### src/rtl/aes_ahb_pkg.sv
// Register map, sequencing constants and state types shared by the aes_core bus initiator
// and the aes_core benches.
package aes_ahb_pkg;
    localparam logic [31:0] KEY_OFS    = 32'h00;
    localparam logic [31:0] TEXT_OFS   = 32'h10;
    localparam logic [31:0] CTRL_OFS   = 32'h20;
    localparam logic [31:0] CIPHER_OFS = 32'h24;
    localparam logic [31:0] CTRL_START = 32'h1;
    localparam logic [3:0]  WR_LAST    = 4'd8;
    localparam logic [1:0]  RD_LAST    = 2'd3;

    typedef enum logic [2:0] {IDLE, WRITE, WAIT, READ, RESP} state_e;
    typedef enum logic [1:0] {PH_IDLE, PH_A, PH_B} xfer_ph_e;

    // Write list order: KEY0-3, TEXT0-3, then CTRL.
    function automatic logic [31:0] wr_ofs(input logic [3:0] idx);
        if (idx == WR_LAST) return CTRL_OFS;
        return (idx[2] ? TEXT_OFS : KEY_OFS) + {28'd0, idx[1:0], 2'b00};
    endfunction

    function automatic logic [31:0] rd_ofs(input logic [1:0] idx);
        return CIPHER_OFS + {28'd0, idx, 2'b00};
    endfunction
endpackage

### src/rtl/aes_ahb_xfer.sv
// Two-cycle single bus transfer: cycle A drives the registered address phase,
// cycle B returns the bus to idle and HRDATA is taken at the edge ending it.
module aes_ahb_xfer
    import aes_ahb_pkg::*;
(
    input  logic        clk_i,
    input  logic        rst_ni,
    input  logic        start_i,
    input  logic        write_i,
    input  logic [31:0] addr_i,
    input  logic [31:0] wdata_i,
    input  logic [31:0] hrdata_i,
    output logic        busy_o,
    output logic        done_o,
    output logic [31:0] rdata_o,
    output logic        hsel_o,
    output logic [31:0] haddr_o,
    output logic        hwrite_o,
    output logic [31:0] hwdata_o
);
    xfer_ph_e    ph_q, ph_d;
    logic        hsel_q, hsel_d, hwrite_q, hwrite_d;
    logic [31:0] haddr_q, haddr_d, hwdata_q, hwdata_d;

    // A new start may coincide with cycle B so transfers run back to back.
    always_comb begin
        ph_d     = ph_q;
        hsel_d   = 1'b0;
        hwrite_d = 1'b0;
        haddr_d  = '0;
        hwdata_d = '0;
        if (start_i && ph_q != PH_A) begin
            ph_d     = PH_A;
            hsel_d   = 1'b1;
            hwrite_d = write_i;
            haddr_d  = addr_i;
            hwdata_d = write_i ? wdata_i : '0;
        end else if (ph_q == PH_A) begin
            ph_d = PH_B;
        end else if (ph_q == PH_B) begin
            ph_d = PH_IDLE;
        end
    end

    always_ff @(posedge clk_i or negedge rst_ni) begin
        if (!rst_ni) begin
            ph_q     <= PH_IDLE;
            hsel_q   <= 1'b0;
            hwrite_q <= 1'b0;
            haddr_q  <= '0;
            hwdata_q <= '0;
        end else begin
            ph_q     <= ph_d;
            hsel_q   <= hsel_d;
            hwrite_q <= hwrite_d;
            haddr_q  <= haddr_d;
            hwdata_q <= hwdata_d;
        end
    end

    assign busy_o   = (ph_q != PH_IDLE);
    assign done_o   = (ph_q == PH_B);
    assign rdata_o  = hrdata_i;
    assign hsel_o   = hsel_q;
    assign haddr_o  = haddr_q;
    assign hwrite_o = hwrite_q;
    assign hwdata_o = hwdata_q;
endmodule

### src/rtl/aes_ahb_master.sv
// Bus initiator for aes_core: loads key/text, starts the core, polls done on HRESP,
// reads the ciphertext back and hands it out on a valid/ready response port.
module aes_ahb_master
    import aes_ahb_pkg::*;
#(
    parameter logic [31:0] BASE_ADDR      = 32'h0000_0000,
    parameter int          TIMEOUT_CYCLES = 256
) (
    input  logic         HCLK,
    input  logic         HRESETn,
    input  logic         req_valid,
    output logic         req_ready,
    input  logic [127:0] req_key,
    input  logic [127:0] req_text,
    output logic         rsp_valid,
    input  logic         rsp_ready,
    output logic [127:0] rsp_cipher,
    output logic         rsp_err,
    output logic         HSEL,
    output logic [31:0]  HADDR,
    output logic         HWRITE,
    output logic         HREADY,
    output logic [31:0]  HWDATA,
    input  logic [31:0]  HRDATA,
    input  logic         HRESP
);
    localparam logic [31:0] TO_LAST = 32'(TIMEOUT_CYCLES - 1);

    state_e       state_q, state_d;
    logic [3:0]   wr_idx_q, wr_idx_d, wr_sel;
    logic [1:0]   rd_idx_q, rd_idx_d;
    logic [31:0]  wait_q, wait_d;
    logic [127:0] key_q, key_d, text_q, text_d, cipher_q, cipher_d;
    logic         err_q, err_d;
    logic         x_start, x_write, x_busy, x_done;
    logic [31:0]  x_ofs, x_wdata, x_rdata;

    always_comb begin
        state_d  = state_q;
        wr_idx_d = wr_idx_q;
        rd_idx_d = rd_idx_q;
        wait_d   = wait_q;
        key_d    = key_q;
        text_d   = text_q;
        cipher_d = cipher_q;
        err_d    = err_q;
        x_start  = 1'b0;
        x_write  = 1'b0;
        x_ofs    = '0;
        x_wdata  = '0;
        // First write issues from an idle sequencer, the rest chain off done.
        wr_sel   = x_busy ? wr_idx_q + 4'd1 : wr_idx_q;
        unique case (state_q)
            IDLE: if (req_valid) begin
                key_d    = req_key;
                text_d   = req_text;
                wr_idx_d = '0;
                cipher_d = '0;
                err_d    = 1'b0;
                state_d  = WRITE;
            end
            WRITE: begin
                x_write = 1'b1;
                x_ofs   = wr_ofs(wr_sel);
                if (wr_sel == WR_LAST)  x_wdata = CTRL_START;
                else if (wr_sel[2])     x_wdata = text_q[32*wr_sel[1:0] +: 32];
                else                    x_wdata = key_q[32*wr_sel[1:0] +: 32];
                if (!x_busy) begin
                    x_start = 1'b1;
                end else if (x_done) begin
                    if (wr_idx_q == WR_LAST) begin
                        wait_d  = '0;
                        state_d = WAIT;
                    end else begin
                        wr_idx_d = wr_sel;
                        x_start  = 1'b1;
                    end
                end
            end
            WAIT: begin
                wait_d = wait_q + 32'd1;
                if (HRESP) begin
                    rd_idx_d = '0;
                    x_start  = 1'b1;
                    x_ofs    = rd_ofs(2'd0);
                    state_d  = READ;
                end else if (wait_q == TO_LAST) begin
                    err_d    = 1'b1;
                    cipher_d = '0;
                    state_d  = RESP;
                end
            end
            READ: if (x_done) begin
                cipher_d[32*rd_idx_q +: 32] = x_rdata;
                if (rd_idx_q == RD_LAST) begin
                    err_d   = 1'b0;
                    state_d = RESP;
                end else begin
                    rd_idx_d = rd_idx_q + 2'd1;
                    x_start  = 1'b1;
                    x_ofs    = rd_ofs(rd_idx_d);
                end
            end
            RESP: if (rsp_ready) state_d = IDLE;
            default: state_d = IDLE;
        endcase
    end

    always_ff @(posedge HCLK or negedge HRESETn) begin
        if (!HRESETn) begin
            state_q  <= IDLE;
            wr_idx_q <= '0;
            rd_idx_q <= '0;
            wait_q   <= '0;
            key_q    <= '0;
            text_q   <= '0;
            cipher_q <= '0;
            err_q    <= 1'b0;
        end else begin
            state_q  <= state_d;
            wr_idx_q <= wr_idx_d;
            rd_idx_q <= rd_idx_d;
            wait_q   <= wait_d;
            key_q    <= key_d;
            text_q   <= text_d;
            cipher_q <= cipher_d;
            err_q    <= err_d;
        end
    end

    aes_ahb_xfer u_xfer (
        .clk_i    (HCLK),
        .rst_ni   (HRESETn),
        .start_i  (x_start),
        .write_i  (x_write),
        .addr_i   (BASE_ADDR + x_ofs),
        .wdata_i  (x_wdata),
        .hrdata_i (HRDATA),
        .busy_o   (x_busy),
        .done_o   (x_done),
        .rdata_o  (x_rdata),
        .hsel_o   (HSEL),
        .haddr_o  (HADDR),
        .hwrite_o (HWRITE),
        .hwdata_o (HWDATA)
    );

    assign HREADY     = HRESETn;
    assign req_ready  = HRESETn && (state_q == IDLE);
    assign rsp_valid  = (state_q == RESP);
    assign rsp_cipher = cipher_q;
    assign rsp_err    = err_q;
endmodule

### config.mk
export PLATFORM = sky130hd
export DESIGN_NAME = aes_ahb_master
export DESIGN_NICKNAME = d
export VERILOG_FILES = /design/src/rtl/aes_ahb_pkg.sv /design/src/rtl/aes_ahb_xfer.sv /design/src/rtl/aes_ahb_master.sv
export SDC_FILE = /design/constraint.sdc
export NUM_CORES = 1
export LEC_CHECK = 0
export BUFFER_PORTS_ARGS = -buffer_cell sky130_fd_sc_hd__buf_2
export CAP_MARGIN = 20
export CORE_MARGIN = 2
export CORE_UTILIZATION = 30
export CTS_CLUSTER_DIAMETER = 40
export CTS_CLUSTER_SIZE = 8
export DETAILED_ROUTE_END_ITERATION = 16
export HOLD_SLACK_MARGIN = 0.1
export REMOVE_ABC_BUFFERS = 1
export SYNTH_ARGS = -nofsm -noshare
export SYNTH_HDL_FRONTEND = slang
export SYNTH_SLANG_ARGS = --single-unit
### constraint.sdc
create_clock -name HCLK -period 2.4 [get_ports HCLK]
set_clock_uncertainty 0.15 [all_clocks]
set_input_delay 0.48 -clock HCLK [delete_from_list [all_inputs] [get_ports HCLK]]
set_output_delay 0.48 -clock HCLK [all_outputs]
set_load 0.05 [all_outputs]
# After elaboration in Yosys (flattened, before gate mapping)
# Index checks and enable logic that the tools add are counted.
word_totals:
  reg_bits: 494
  out_inout_bits: 198
  wordCells: 127
op_classes:
  mux: 64
  eq_ne: 24
  shifts: 4
  reduce_logical: 16
  addsub: 6
op_table:
  columns: ["cell", "n"]
  rows:
  - ["128-bit 2-to-1 mux", 4]
  - ["128-bit one-hot mux with 3 select lines", 1]
  - ["32-bit 2-to-1 mux", 11]
  - ["128-bit by 8-bit variable part select with 32-bit output", 2]
  - ["128-bit bitwise mux", 1]
  - ["32-bit by 34-bit variable shift with 128-bit output, first input constant", 1]
  - ["32-bit by 34-bit variable part select with 128-bit output", 1]
  - ["32-bit one-hot mux with 3 select lines", 1]
  - ["32-bit one-hot mux with 2 select lines", 1]
  - ["7-bit negator with 34-bit output", 1]
  - ["32-bit by 1-bit adder with 32-bit output, second input constant", 1]
  - ["32-bit by 8-bit == test with 1-bit output, second input constant", 1]
  - ["3-bit 2-to-1 mux", 9]
  - ["4-bit 2-to-1 mux", 5]
  - ["2-bit inequality test, second input constant", 9]
  - ["1-bit 2-to-1 mux", 16]
  - ["3-bit one-hot mux with 5 select lines", 1]
  - ["7-bit 2-to-1 mux", 2]
  - ["2-bit 2-to-1 mux", 6]
  - ["5-bit AND reduction", 2]
  - ["4-bit == test, second input constant", 2]
  - ["2-bit by 1-bit inequality test with 1-bit output, second input constant", 4]
  - ["4-bit one-hot mux with 2 select lines", 1]
  - ["4-bit AND reduction", 2]
  - ["21 further kinds", 29]

# Longest topological paths before layout
# Gate-level depths: netlist (run 1).
depth:
  word_depth: 8
  depth_mapped: 11

# Cells and area by module
# From an unflattened synthesis (run 1), not the netlist that was laid out.
hier_totals:
  cells_unflattened: 1568
  hier_area_um2: 21226.6
by_module_without_submodules:
  columns: ["module", "cells_each", "n_inst", "seq_area_each_um2", "area_each_um2"]
  rows:
  - ["aes_ahb_master", 1383, 1, 10660.2, 18600.3]
  - ["aes_ahb_xfer", 185, 1, 1701.6, 2626.3]

# Worst setup path before layout (run 1)
# OpenSTA, ideal clock, no wires.
synth_timing:
  path_kind: "register to register"
  from: "reg wr_idx_q[1]"
  to: "reg u_xfer.hwdata_q[10], in the netlist u_xfer.hwdata_o[10]"
  arrival_time_ns: 2.033
  setup_ns: 0.119
  period_less_slack_ns: 2.302
  path_stages_with_launch: 8
  required_time_ns: 2.131
  slack_ns: 0.098
  path_cell_list: "dfrtp_1 -> ha_1 -> o21ai_4 -> xnor2_2 -> buf_6 -> buf_2 -> mux4_2 -> o21a_1"
synth_between:
  elab_chain_len: 8
synth_rtl:
  columns: ["item", "line_no", "rtl"]
  rows:
  - ["from (decl)", "aes_ahb_master.sv:30", "logic [3:0] wr_idx_q, wr_idx_d, wr_sel;"]
  - ["from (signal assigned)", "aes_ahb_master.sv:121", "wr_idx_q <= wr_idx_d;"]
  - ["4-bit by 1-bit adder with 4-bit output", "aes_ahb_master.sv:52", "wr_sel = x_busy ? wr_idx_q + 4'd1 : wr_idx_q;"]
  - ["4-bit 2-to-1 mux", "aes_ahb_master.sv:52", null]
  - ["128-bit by 8-bit variable part select with 32-bit output, on equally long branches", "aes_ahb_master.sv:67, aes_ahb_master.sv:66", null]
  - ["32-bit 2-to-1 mux", "aes_ahb_master.sv:66", "else if (wr_sel[2]) x_wdata = text_q[32*wr_sel[1:0] +: 32];"]
  - ["32-bit 2-to-1 mux", "aes_ahb_master.sv:65", "if (wr_sel == WR_LAST) x_wdata = CTRL_START;"]
  - ["32-bit 2-to-1 mux", "aes_ahb_master.sv:53", "unique case (state_q)"]
  - ["32-bit 2-to-1 mux", "aes_ahb_xfer.sv:37", "hwdata_d = write_i ? wdata_i : '0;"]
  - ["32-bit 2-to-1 mux *", "aes_ahb_xfer.sv:32", "if (start_i && ph_q != PH_A) begin"]
  - ["named net u_xfer.hwdata_d[10]", "aes_ahb_xfer.sv:23", "logic [31:0] haddr_q, haddr_d, hwdata_q, hwdata_d;"]
  - ["to (signal assigned)", "aes_ahb_xfer.sv:57", "hwdata_q <= hwdata_d;"]
  - ["to (decl)", "aes_ahb_xfer.sv:23", null]
# Mark *: on every way through the listed nets, which the timed path passes. The rest lies on a longest branch.
# A chain may end at the register's enable or synchronous reset.

# Worst setup path in the final report (run 1)
layout_timing:
  from: "reg state_q[1]"
  to: "out rsp_valid"
layout_between:
  elab_chain_len: 1
layout_rtl:
  columns: ["item", "line_no", "rtl"]
  rows:
  - ["from (decl)", "aes_ahb_master.sv:29", "state_e state_q, state_d;"]
  - ["from (signal assigned)", "aes_ahb_master.sv:120", "state_q <= state_d;"]
  - ["3-bit == test", "aes_ahb_master.sv:150", "assign rsp_valid = (state_q == RESP);"]
  - ["to (decl)", "aes_ahb_master.sv:15", "output logic rsp_valid,"]
# Every way passes these cells.

==> metrics.txt, run 1 <==
status finished, final reports clean; sequential-to-total area share from yosys stat 57.1%; Util after Layout a little under half; # Max-Cap Violations 0; remaining global-route overflow 0; GRT Total Usage between 15 and 20%; Simple-Gate Fraction of Synth Area under 10%; CP endpoint kind primary output; design area between 30,000 and 40,000 µm²; multiplexer share of the synthesized area 17.8%; Via density 4.98; final hold vios 0; IO buf count between 400 and 500; TritonCTS buffer count 85; Starting Density 30.4%; final antenna-violating net count 0; Mean Syn Cell Area 13.5 µm²; die footprint 70,200 µm²; adder-cell area share of the yosys netlist less than 1%; slew at the pin closest to its max-slew limit ~0.86 ns; count leader, synth dfrtp_1; I/O pins ~490; register bit total from synthesis about 470; Worst Path Required 1.77 ns; Area Overhead vs Synth 48.2%; TritonCTS clock tree yes; area fraction of the dominant cell type after synthesis a little under three fifths; Longest Clk Path Bufs 3; root buffer cell clkbuf_16; Slew Viols, Final 0; routed via count between 15,000 and 20,000; routed wire length between 60 and 70 mm; routability cong. between 0.8 and 0.9; clk sinks around 470; Area contributors post-synth dfrtp_1 (57%), mux2_2 (14%), a22o_1 (5.9%), mux4_2 (2.3%), a21oi_1 (1.9%); CP max-delay cell dfrtp_2; Final Cycle Share 97.9%; R2R Path Start state_q[1]; Post-synth top cells dfrtp_1 (466), mux2_2 (257), a22o_1 (137), nand2_1 (100), a21oi_1 (76); Core Footprint between 60,000 and 70,000 µm²; IR drop worst, VDD 0.849 mV; slowest stage delay, CP roughly 0.4 ns; Die Wd about 260 µm; largest net degree at the start of global routing between 100 and 150; leakage ~0.014 µW; die height ~260 µm; HP Start HRESP; CP Launch Point state_q[1]; post-synth top area cell dfrtp_1; Max transition margin a little over two fifths; H-tree depth 3; pwr dens around 1200 nW/µm²; post-synthesis compound-gate area fraction between 10% and 20%; row count 95; cell area after synthesis between 20,000 and 25,000 µm²; CP top delay family buffers and inverters; Crit Path Class reg2out; Syn Inst Count ~1,500; Placement Cell Area 24,300 µm²; main combinational cell family by area after synthesis multiplexers; initial antenna violation count 6; crit path max fanout 8; Final Net Count ~2,700; dpl hpwl between 40 and 50 mm; global-route wire length before repair slightly above 100 mm; worst path bufs/invs 3; worst-path cell chain buf_4 -> nor2_1 -> nand2_1 -> inv_1 -> buf_6; RSZ-0062 raised after global routing yes; DR WL/cell 20.0 µm; Final Setup Violations 0; Fin Hold WS between 0.15 and 0.2 ns; FFs w/ async S/R, synth 100%; DRT iter0 DRCs ~1,200; vias in the first global route around 18,000; Clock Latency Late Sink between 0.6 and 0.7 ns; DRT Pass-1 Iters 5; layout cells sized above 1 a little over two fifths; Post-synth EDFFs 0; Setup crit start kind flip-flop; Clock transition at path regs approximately 0.05 ns; Syn. warnings 0; Post-Synth XOR/XNOR Area 0.245%; final critical-path required period about 2.3 ns; Primary FF master, synth dfrtp_1; Hold Path Class in2reg; Max Clock Freq roughly 430 MHz; Distinct cells, synth 81; drc violations 0; WP data arrival between 1.5 and 2 ns
worst reg2reg max path: stages (launching register included):
cell and delay, ns:
dfrtp_2 0.40, buf_4 0.16, or3b_1 0.44, a211o_1 0.31, a2111o_1 0.49, buf_4 0.19, a21oi_1 0.12
repair_timing:
item                       4_1_cts  5_1_grt
hold buffers                   290        0
pin swaps                        3       16
setup endpoints to repair       11      154
buffers inserted                 6        4
gates cloned                     1        0
resized for setup                7       14
hold endpoints to repair       645        0
state kept, by name, summed over array words and instances (netlist names):
register / flops
key_q: 128
rsp_cipher: 128
text_q: 128
u_xfer.hwdata_o: 32
wait_q: 32
u_xfer.haddr_o: 4
wr_idx_q: 4
state_q: 3
rd_idx_q: 2
u_xfer.ph_q: 2
rsp_err: 1
u_xfer.hsel_o: 1
u_xfer.hwrite_o: 1
path summary, 6_finish.rpt:
| path | cells after the start | end | slack [ns] |
|---|---|---|---|
| setup / recovery | 5 | rsp_valid | 0.05 |
| hold / removal | 4 | u_xfer.haddr_o[2] | 0.17 |
| setup reg to reg | 6 | u_xfer.haddr_o[2] | 0.07 |
| hold reg to reg | 1 | rsp_cipher[69] | 0.35 |
| max in group asynchronous | 4 | key_q[80] | 0.60 |
| min in group asynchronous | 2 | rsp_cipher[24] | 0.18 |
per-layer routing:
layer  vias to the layer above  wire [µm]  global-route usage, %
met5                         -         43                      0
met4                         6       1570                   6.47
met3                       115       4460                   4.41
met2                       619      31800                   31.1
met1                      8338      28000                   23.5
li1                       7326          -                      -
metrics by stage:
step	std cells	TNS, ns	total power, µW	worst slack [ns]
4_1_cts	3285	0	38100	0.00103
3_3_place_gp	2847	-0.00482	25100	-0.00482
2_1_floorplan	1405	-1504.20	20600	-5.25
3_5_place_dp	2847	-0.0133	25400	-0.0133
5_1_grt	3291	-0.575	39900	-0.0258
6_report	3293	0	37800	0.0502
where the power goes:
part	internal [µW]	total (µW)	switching, µW
clock	7860	11900	4050
sequential	10700	12200	1540
combinational	6220	13700	7520
cell usage in the layout (no fill, tap or decap), types with 11 or more instances in the layout:
| master | synthesis | layout |
|---|---|---|
| conb_1 | 1 | 28 |
| a221oi_2 | 16 | 16 |
| mux4_2 | 21 | 21 |
| inv_1 | 11 | 11 |
| mux2_2 | 257 | 257 |
| nand3_1 | 11 | 11 |
| ha_1 | 11 | 11 |
| nand4_1 | 15 | 15 |
| a31oi_1 | 13 | 13 |
| clkbuf_1 | 27 | 14 |
| buf_4 | 33 | 79 |
| clkbuf_16 | 0 | 87 |
| o21a_1 | 18 | 17 |
| buf_12 | 0 | 35 |
| nor2_1 | 29 | 29 |
| dlygate4sd3_1 | 0 | 290 |
| nand2_1 | 100 | 100 |
| o21ai_0 | 42 | 42 |
| a21oi_1 | 76 | 76 |
| clkbuf_8 | 0 | 13 |
| buf_2 | 59 | 459 |
| dfrtp_1 | 466 | 463 |
| a22o_1 | 137 | 137 |
| and3_1 | 14 | 14 |
kinds of logic after synthesis:
group	after synthesis
xor+xnor	4
mux	294
buf+inv	153
fa+ha+maj	11
flops	466
other cells	1
simple gates	232
compound gates	358
final cells by class:
type | instances | area (µm²)
diodes | 4 | 10.0
clock buffers | 114 | 2410
clock inverters | 28 | 442
fillers | 5963 | 37000
inverters | 12 | 45.0
multi-input cells | 927 | 8040
flip-flops and latches | 466 | 11700
well taps | 873 | 1090
repair buffers | 869 | 6590
Power figures use the tool's default switching activity.
==> run 2, diff against run 1 <==
--- a/config.mk
+++ b/config.mk
@@ -13,6 +13,7 @@
 export CTS_CLUSTER_SIZE = 8
 export DETAILED_ROUTE_END_ITERATION = 16
 export HOLD_SLACK_MARGIN = 0.1
+export RECOVER_POWER = 100
 export REMOVE_ABC_BUFFERS = 1
 export SYNTH_ARGS = -nofsm -noshare
 export SYNTH_HDL_FRONTEND = slang
==> constraint.sdc (replaced) <==
create_clock -name HCLK -period 2.3 [get_ports HCLK]
set_clock_uncertainty 0.15 [all_clocks]
set_input_delay 0.46 -clock HCLK [delete_from_list [all_inputs] [get_ports HCLK]]
set_output_delay 0.46 -clock HCLK [all_outputs]
set_load 0.05 [all_outputs]
==> run 2 against run 1 <==
Against the previous run: the run now ends with setup timing left; cell count up 1.2%; clock-buffer cell count shrank 7; routed wire length rose by 4.4%; sequential power increased by 4%.
==> metrics.txt, run 2 (synthesis results as in run 1) <==
H-tree depth 3 (unchanged); initial antenna violation count 8 (was 6); M1 WL 28.5 mm (was 28.0 mm); Max Clock Freq ~430 MHz; most common cell after layout, fill and taps aside dfrtp_1 (unchanged); Final Cycle Share 102%; remaining global-route overflow 0 (unchanged); # Max-Cap Violations 0 (unchanged); GRT Total Usage 18.8% (was 18.6%); crit path max fanout 2 (was 8); Final Net Count 2,704 (was 2,665); row count 95 (unchanged); Comb pwr share 37.9% (was 36.3%); slowest stage delay, CP 0.40 ns (about the same); TritonCTS buffer count 86 (was 85); clock power share 30.3% (was 31.5%); final hold vios 0 (unchanged); Clock transition at path regs 0.05 ns (about the same); Int Power 25,700 µW (was 24,700 µW); I/O pins 491 (unchanged); DRT Pass-1 Iters 5 (unchanged); DR WL met2 33.9 mm (was 31.8 mm); Multi-input gate area 8130 µm² (was 8040 µm²); Final Setup Violations 9 (was 0); R2R Setup Slk -0.01 ns (was 0.07 ns); global-route wire length before repair 103 mm (was 102 mm); Net Sw Frac 35.6% (was 34.6%); Flop pwr share 31.9% (was 32.2%); CP top delay family flip-flops (was buffers and inverters); RSZ-0062 raised after global routing yes (unchanged); pwr dens 1310 nW/µm² (was 1250 nW/µm²); largest net degree at the start of global routing 97 (was 144); CP max-delay cell dfrtp_1 (was dfrtp_2); dpl hpwl 43.8 mm (was 42.7 mm); FF+latch area 11,700 µm² (about the same); Worst Path Required 1.69 ns (was 1.77 ns); Via density 4.97 (was 4.98); WP data arrival 1.73 ns (was 1.72 ns); routed wire length 68.7 mm (was 65.8 mm); vias in the first global route 17,880 (was 17,785); Slew Viols, Final 0 (unchanged); routability cong. 0.823 (was 0.813); DR WL/cell 20.6 µm (was 20.0 µm); hold_buf cts 291 (was 290); IR drop worst, VDD 0.747 mV (was 0.849 mV); setup TNS -0.0716 ns (was 0 ns); commonest cells after routing, fill and taps aside dfrtp_1 (462), buf_2 (293), dlygate4sd3_1 (291) (was dfrtp_1 (463), buf_2 (459), dlygate4sd3_1 (290)); critical path's most frequent cell buf_6; Clock Latency Late Sink 0.62 ns (was 0.61 ns); status complete, but fails checks (was finished, final reports clean); die footprint 70,200 µm² (unchanged); Crit Path Class reg2out (unchanged); layout cells sized above 1 37.3% (was 43.0%); Starting Density 30.4% (unchanged); DRT iter0 DRCs 1,118 (was 1,152); Core Footprint 67,300 µm² (unchanged); clk sinks 466 (unchanged); worst-path cell chain buf_6 -> nor3_4 -> buf_6 -> and2_4 -> buf_8 (was buf_4 -> nor2_1 -> nand2_1 -> inv_1 -> buf_6); final antenna-violating net count 0 (unchanged); Setup crit start kind flip-flop (unchanged); final setup margin -0.0389 ns (was 0.0502 ns); worst path bufs/invs 3 (unchanged); die height 265 µm (unchanged); fillers 6,041 (was 5,963); CP endpoint kind primary output (unchanged); met3 wire length 4.65 mm (was 4.46 mm); leakage 0.0137 µW (was 0.0142 µW); uppermost layer routed met5 (unchanged); Die Wd 265 µm (unchanged); slew at the pin closest to its max-slew limit 0.944 ns (was 0.859 ns); final critical-path required period approximately 2.3 ns; routed via count 16,556 (was 16,404); root buffer cell clkbuf_16 (unchanged); TritonCTS clock tree yes (unchanged); DP Worst Slack -0.152 ns (was -0.0133 ns); Max transition margin 37.1% (was 42.8%); Power Total 39,900 µW (was 37,800 µW); Hold Path Class in2async (was in2reg); Longest Clk Path Bufs 3 (unchanged); violated checks setup timing; Area Overhead vs Synth 48.8% (was 48.2%); IO buf count 462 (unchanged); P_sw 14,200 µW (was 13,100 µW); drc violations 0 (unchanged)
-- run 2: cell count changes in the layout (fill, tap and decap cells not counted), sizes merged --
cell	delta
bufinv	-2
or2	+1
bufbuf	-1
clkinvlp	+7
clkbuf	+188
clkinv	+1
dlygate4sd3	+1
buf	-158
diode	+2
-- run 2: what timing repair did --
action,CTS,global route
resized for setup,37,36
cloned,2,7
endpoints found under the setup margin,149,186
endpoints found under the hold margin,444,4
pin swaps,5,29
buffers inserted,14,7
-- run 2: through the flow --
stage / instance area (µm²) / cells / hold slack (ns) / utilization, %
3_3_place_gp: 24500 / 2866 / 0.111 / 36.5
2_1_floorplan: 19700 / 1405 / 0.0144 / -
6_report: 30400 / 3332 / 0.112 / 45.2
3_5_place_dp: 24500 / 2866 / 0.115 / 36.5
4_1_cts: 30500 / 3313 / 0.0572 / 45.4
5_1_grt: 30400 / 3330 / 0.0853 / 45.2
-- run 2: routing by layer --
metal,vias up,track usage (%)
met2,598,31.6
li1,7396,-
met3,114,4.65
met1,8442,23.5
met5,-,0
met4,6,6.57
-- run 2: layout make-up --
cell class,count,share of cell area (%)
timing repair buffer,906,22.1
sequential,466,38.4
clock buffer,107,7.63
antenna,6,0.0494
tap,873,3.59
inverter,12,0.148
clock inverter,34,1.41
multi-input combinational,928,26.7
-- run 2: path summary, 6_finish.rpt --
| path | from | end | depth (start not counted) |
|---|---|---|---|
| min in group HCLK | req_valid | state_q[0] | 5 |
| worst min-delay path | HRESETn | rsp_cipher[56] | 2 |
| worst max register to register | state_q[2] | key_q[5] | 7 |
| max in group asynchronous | HRESETn | key_q[39] | 4 |
| worst max-delay path | state_q[2] | req_ready | 5 |
| worst min register to register | text_q[93] | text_q[93] | 1 |
-- run 2: power by group through the flow --
stage               clock (µW)  combinational, µW  sequential, µW
floorplan                    0               7380           14100
global placement             0              13700           12600
detailed placement           0              14000           12800
CTS                      12300              14800           12700
global route             12700              16100           13100
finish                   12100              15100           12700
==> run 3, diff against run 2 <==
--- a/config.mk
+++ b/config.mk
@@ -5,6 +5,7 @@
 export SDC_FILE = /design/constraint.sdc
 export NUM_CORES = 1
 export LEC_CHECK = 0
+export ABC_AREA = 1
 export BUFFER_PORTS_ARGS = -buffer_cell sky130_fd_sc_hd__buf_2
 export CAP_MARGIN = 20
 export CORE_MARGIN = 2
==> run 3 against run 2 <==
Against the previous run: the flow now finishes without violations; hold slack improved by 0.033 ns; register-to-register slack improved by 0.11 ns; non-clock buffer count down 23; synthesized cell count rose by 94%; sequential share of layout area is 2.0 points lower; sequential power is 6% lower.
==> metrics.txt, run 3 <==
pwr dens 1360 nW/µm² (was 1310 nW/µm²); # Max-Cap Violations 0 (unchanged); dpl hpwl 51.4 mm (was 43.8 mm); vias in the first global route 22,282 (was 17,880); fillers 7,370 (was 6,041); TritonCTS clock tree yes (unchanged); RSZ-0062 raised after global routing no (was yes); remaining global-route overflow 0 (unchanged); routed via count 22,380 (was 16,556); Final Cycle Share 95.7% (was 102%); Crit Path Class reg2reg (was reg2out); R2R Setup Slk 0.1 ns (was -0.01 ns); Core Footprint 74,300 µm² (was 67,300 µm²); WP data arrival 2.55 ns (was 1.73 ns); leakage 0.0163 µW (was 0.0137 µW); Clock Latency Late Sink 0.62 ns (about the same); routed wire length 80.2 mm (was 68.7 mm); GRT Total Usage 20.3% (was 18.8%); Setup crit start kind flip-flop (unchanged); status finished, final reports clean (was complete, but fails checks); DRT Pass-1 Iters 6 (was 5); Via density 4.69 (was 4.97); slew at the pin closest to its max-slew limit 1.41 ns (was 0.944 ns); count leader, synth nand2_1 (was dfrtp_1); DR WL/cell 16.8 µm (was 20.6 µm); commonest cells after routing, fill and taps aside nand2_1 (1,267), dfrtp_1 (464), buf_2 (291) (was dfrtp_1 (462), buf_2 (293), dlygate4sd3_1 (291)); area fraction of the dominant cell type after synthesis 51.9% (was 57.1%); global-route wire length before repair 124 mm (was 103 mm); post-synth top area cell dfrtp_1 (unchanged); Hold Path Class in2reg (was in2async); cell area after synthesis 22,500 µm² (was 20,400 µm²); R2R depth 10 (was 7); I/O pins 491 (unchanged); FFs w/ async S/R, synth 100% (unchanged); register bit total from synthesis 466 (unchanged); TritonCTS buffer count 86 (unchanged); Distinct cells, synth 31 (was 81); CP endpoint kind flip-flop (was primary output); largest net degree at the start of global routing 145 (was 97); die footprint 77,200 µm² (was 70,200 µm²); final hold vios 0 (unchanged); Post-synth top cells nand2_1 (1,271), dfrtp_1 (466), inv_1 (234), nor2_1 (189), nand4_1 (139) (was dfrtp_1 (466), mux2_2 (257), a22o_1 (137), nand2_1 (100), a21oi_1 (76)); DRT iter0 DRCs 1,727 (was 1,118); Syn. warnings 0 (unchanged); Power Total 43,600 µW (was 39,900 µW); sequential-to-total area share from yosys stat 51.9% (was 57.1%); routability cong. 0.870 (was 0.823); drc violations 0 (unchanged); die height 278 µm (was 265 µm); Slew Viols, Final 0 (unchanged); Area Overhead vs Synth 42.9% (was 48.8%); clk sinks 466 (unchanged); Max Clock Freq 454 MHz (was 428 MHz); Die Wd 278 µm (was 265 µm); IO buf count 462 (unchanged); Post-synth EDFFs 0 (unchanged); Primary FF master, synth dfrtp_1 (unchanged); crit path max fanout 19 (was 2); Longest Clk Path Bufs 3 (unchanged); Final Setup Violations 0 (was 9); root buffer cell clkbuf_16 (unchanged); R2R Path Start wr_idx_q[1] (was state_q[2]); Max transition margin 5.99% (was 37.1%); Final Net Count 4,047 (was 2,704); Starting Density 30.3% (was 30.4%); H-tree depth 3 (unchanged); row count 100 (was 95); final antenna-violating net count 0 (unchanged); CP Launch Point wr_idx_q[1] (was state_q[2]); layout cells sized above 1 15.9% (was 37.3%); Mean Syn Cell Area 7.61 µm² (was 13.5 µm²); initial antenna violation count 12 (was 8); Clock transition at path regs 0.05 ns (about the same); Util after Layout 43.2% (was 45.2%); reg2reg end u_xfer.hwdata_o[16] (was key_q[5]); final critical-path required period 2.20 ns (was 2.34 ns); Area contributors post-synth dfrtp_1 (52%), nand2_1 (21%), inv_1 (3.9%), nand4_1 (3.9%), nor2_1 (3.2%) (was dfrtp_1 (57%), mux2_2 (14%), a22o_1 (5.9%), mux4_2 (2.3%), a21oi_1 (1.9%)); Setup crit end u_xfer.hwdata_o[16] (was req_ready); most common cell after layout, fill and taps aside nand2_1 (was dfrtp_1); IR drop worst, VDD 0.777 mV (was 0.747 mV); Worst Path Required 2.64 ns (was 1.69 ns); Syn Inst Count 2,954 (was 1,519)
run 3: changes by cell type in the layout (fill, tap and decap cells not counted), sizes merged, moves of 57 or more:
cell,change
nor2,+164
nand4,+123
inv,+236
o21ai,+93
nand3,+107
a21oi,-69
o211ai,+57
a22o,-137
mux2,-257
nand2,+1175
run 3: final cells by class:
cell class	count	area, µm²	share of cell area (%)
sequential	466	11700	36.3
clock buffer	107	2320	7.23
multi-input combinational	2058	9090	28.3
antenna	2	5.00	0.0156
tap	969	1210	3.77
inverter	248	941	2.93
timing repair buffer	883	6380	19.9
clock inverter	35	503	1.57
run 3: worst min path at each step:
stage,slack (ns),start,cells after the start,endpoint
finish,0.15,HRDATA[13],5,rsp_cipher[13]
global route,0.14,HRDATA[29],5,rsp_cipher[29]
CTS,0.10,HRDATA[13],5,rsp_cipher[13]
detailed placement,0.17,HRESETn,1,u_xfer.haddr_o[3]
global placement,0.18,HRESETn,1,wait_q[16]
floorplan,0.01,HRESETn,0,key_q[0]
run 3: layer usage:
metal | GRT usage (%) | share of wire, % | vias to the layer above
li1 | - | - | 10847
met1 | 26.6 | 44 | 10514
met2 | 32.7 | 46 | 815
met3 | 3.95 | 6.7 | 186
met4 | 8.44 | 3.5 | 18
met5 | 0 | 0.15 | -
run 3: metrics by stage:
stage                     cell area, µm²  setup slack [ns]  hold slack, ns  TNS (ns)  cells
after floorplan                    21600            -15.19          0.0144  -3849.41   2771
after global placement             26500           -0.0259           0.176   -0.0259   4311
after detailed placement           26500            0.0342           0.174         0   4311
after CTS                          32300            0.0111           0.101         0   4745
after global routing               32100           0.00442           0.137         0   4767
final                              32100            0.0994           0.145         0   4768
run 3: logic make-up after synthesis:
family	synth area share, %
XOR/XNOR	0.890
AO/OA/AOI/OAI	5.58
buffers and inverters	8.68
adder cells (fa/ha/maj)	0.612
flip-flops	51.9
other	0.0167
AND/OR/NAND/NOR	32.4
run 3: what timing repair did:
item / CTS / global route
resized for setup: 7 / 23
setup buffers: 5 / 18
cloned: 0 / 3
setup endpoints to repair: 2 / 190
hold endpoints to repair: 638 / 0
hold buffers: 288 / 0
pin swaps: 2 / 12
run 3: worst max-delay path, cell delays in order, from the launching register on:
cell and delay [ns]:
dfrtp_1 0.44, ha_4 0.19, buf_4 0.14, nand3_2 0.12, nand2_4 0.12, buf_6 0.16
clkbuf_16 0.18, o211ai_1 0.33, nand3_1 0.12, nand2_1 0.10, nor2_1 0.04
run 3: where the power goes:
group | total (µW) | switching, µW | internal [µW]
clock network | 12400 | 4300 | 8120
logic | 19100 | 12900 | 6180
registers | 12000 | 1200 | 10800
total | 43600 | 18400 | 25100
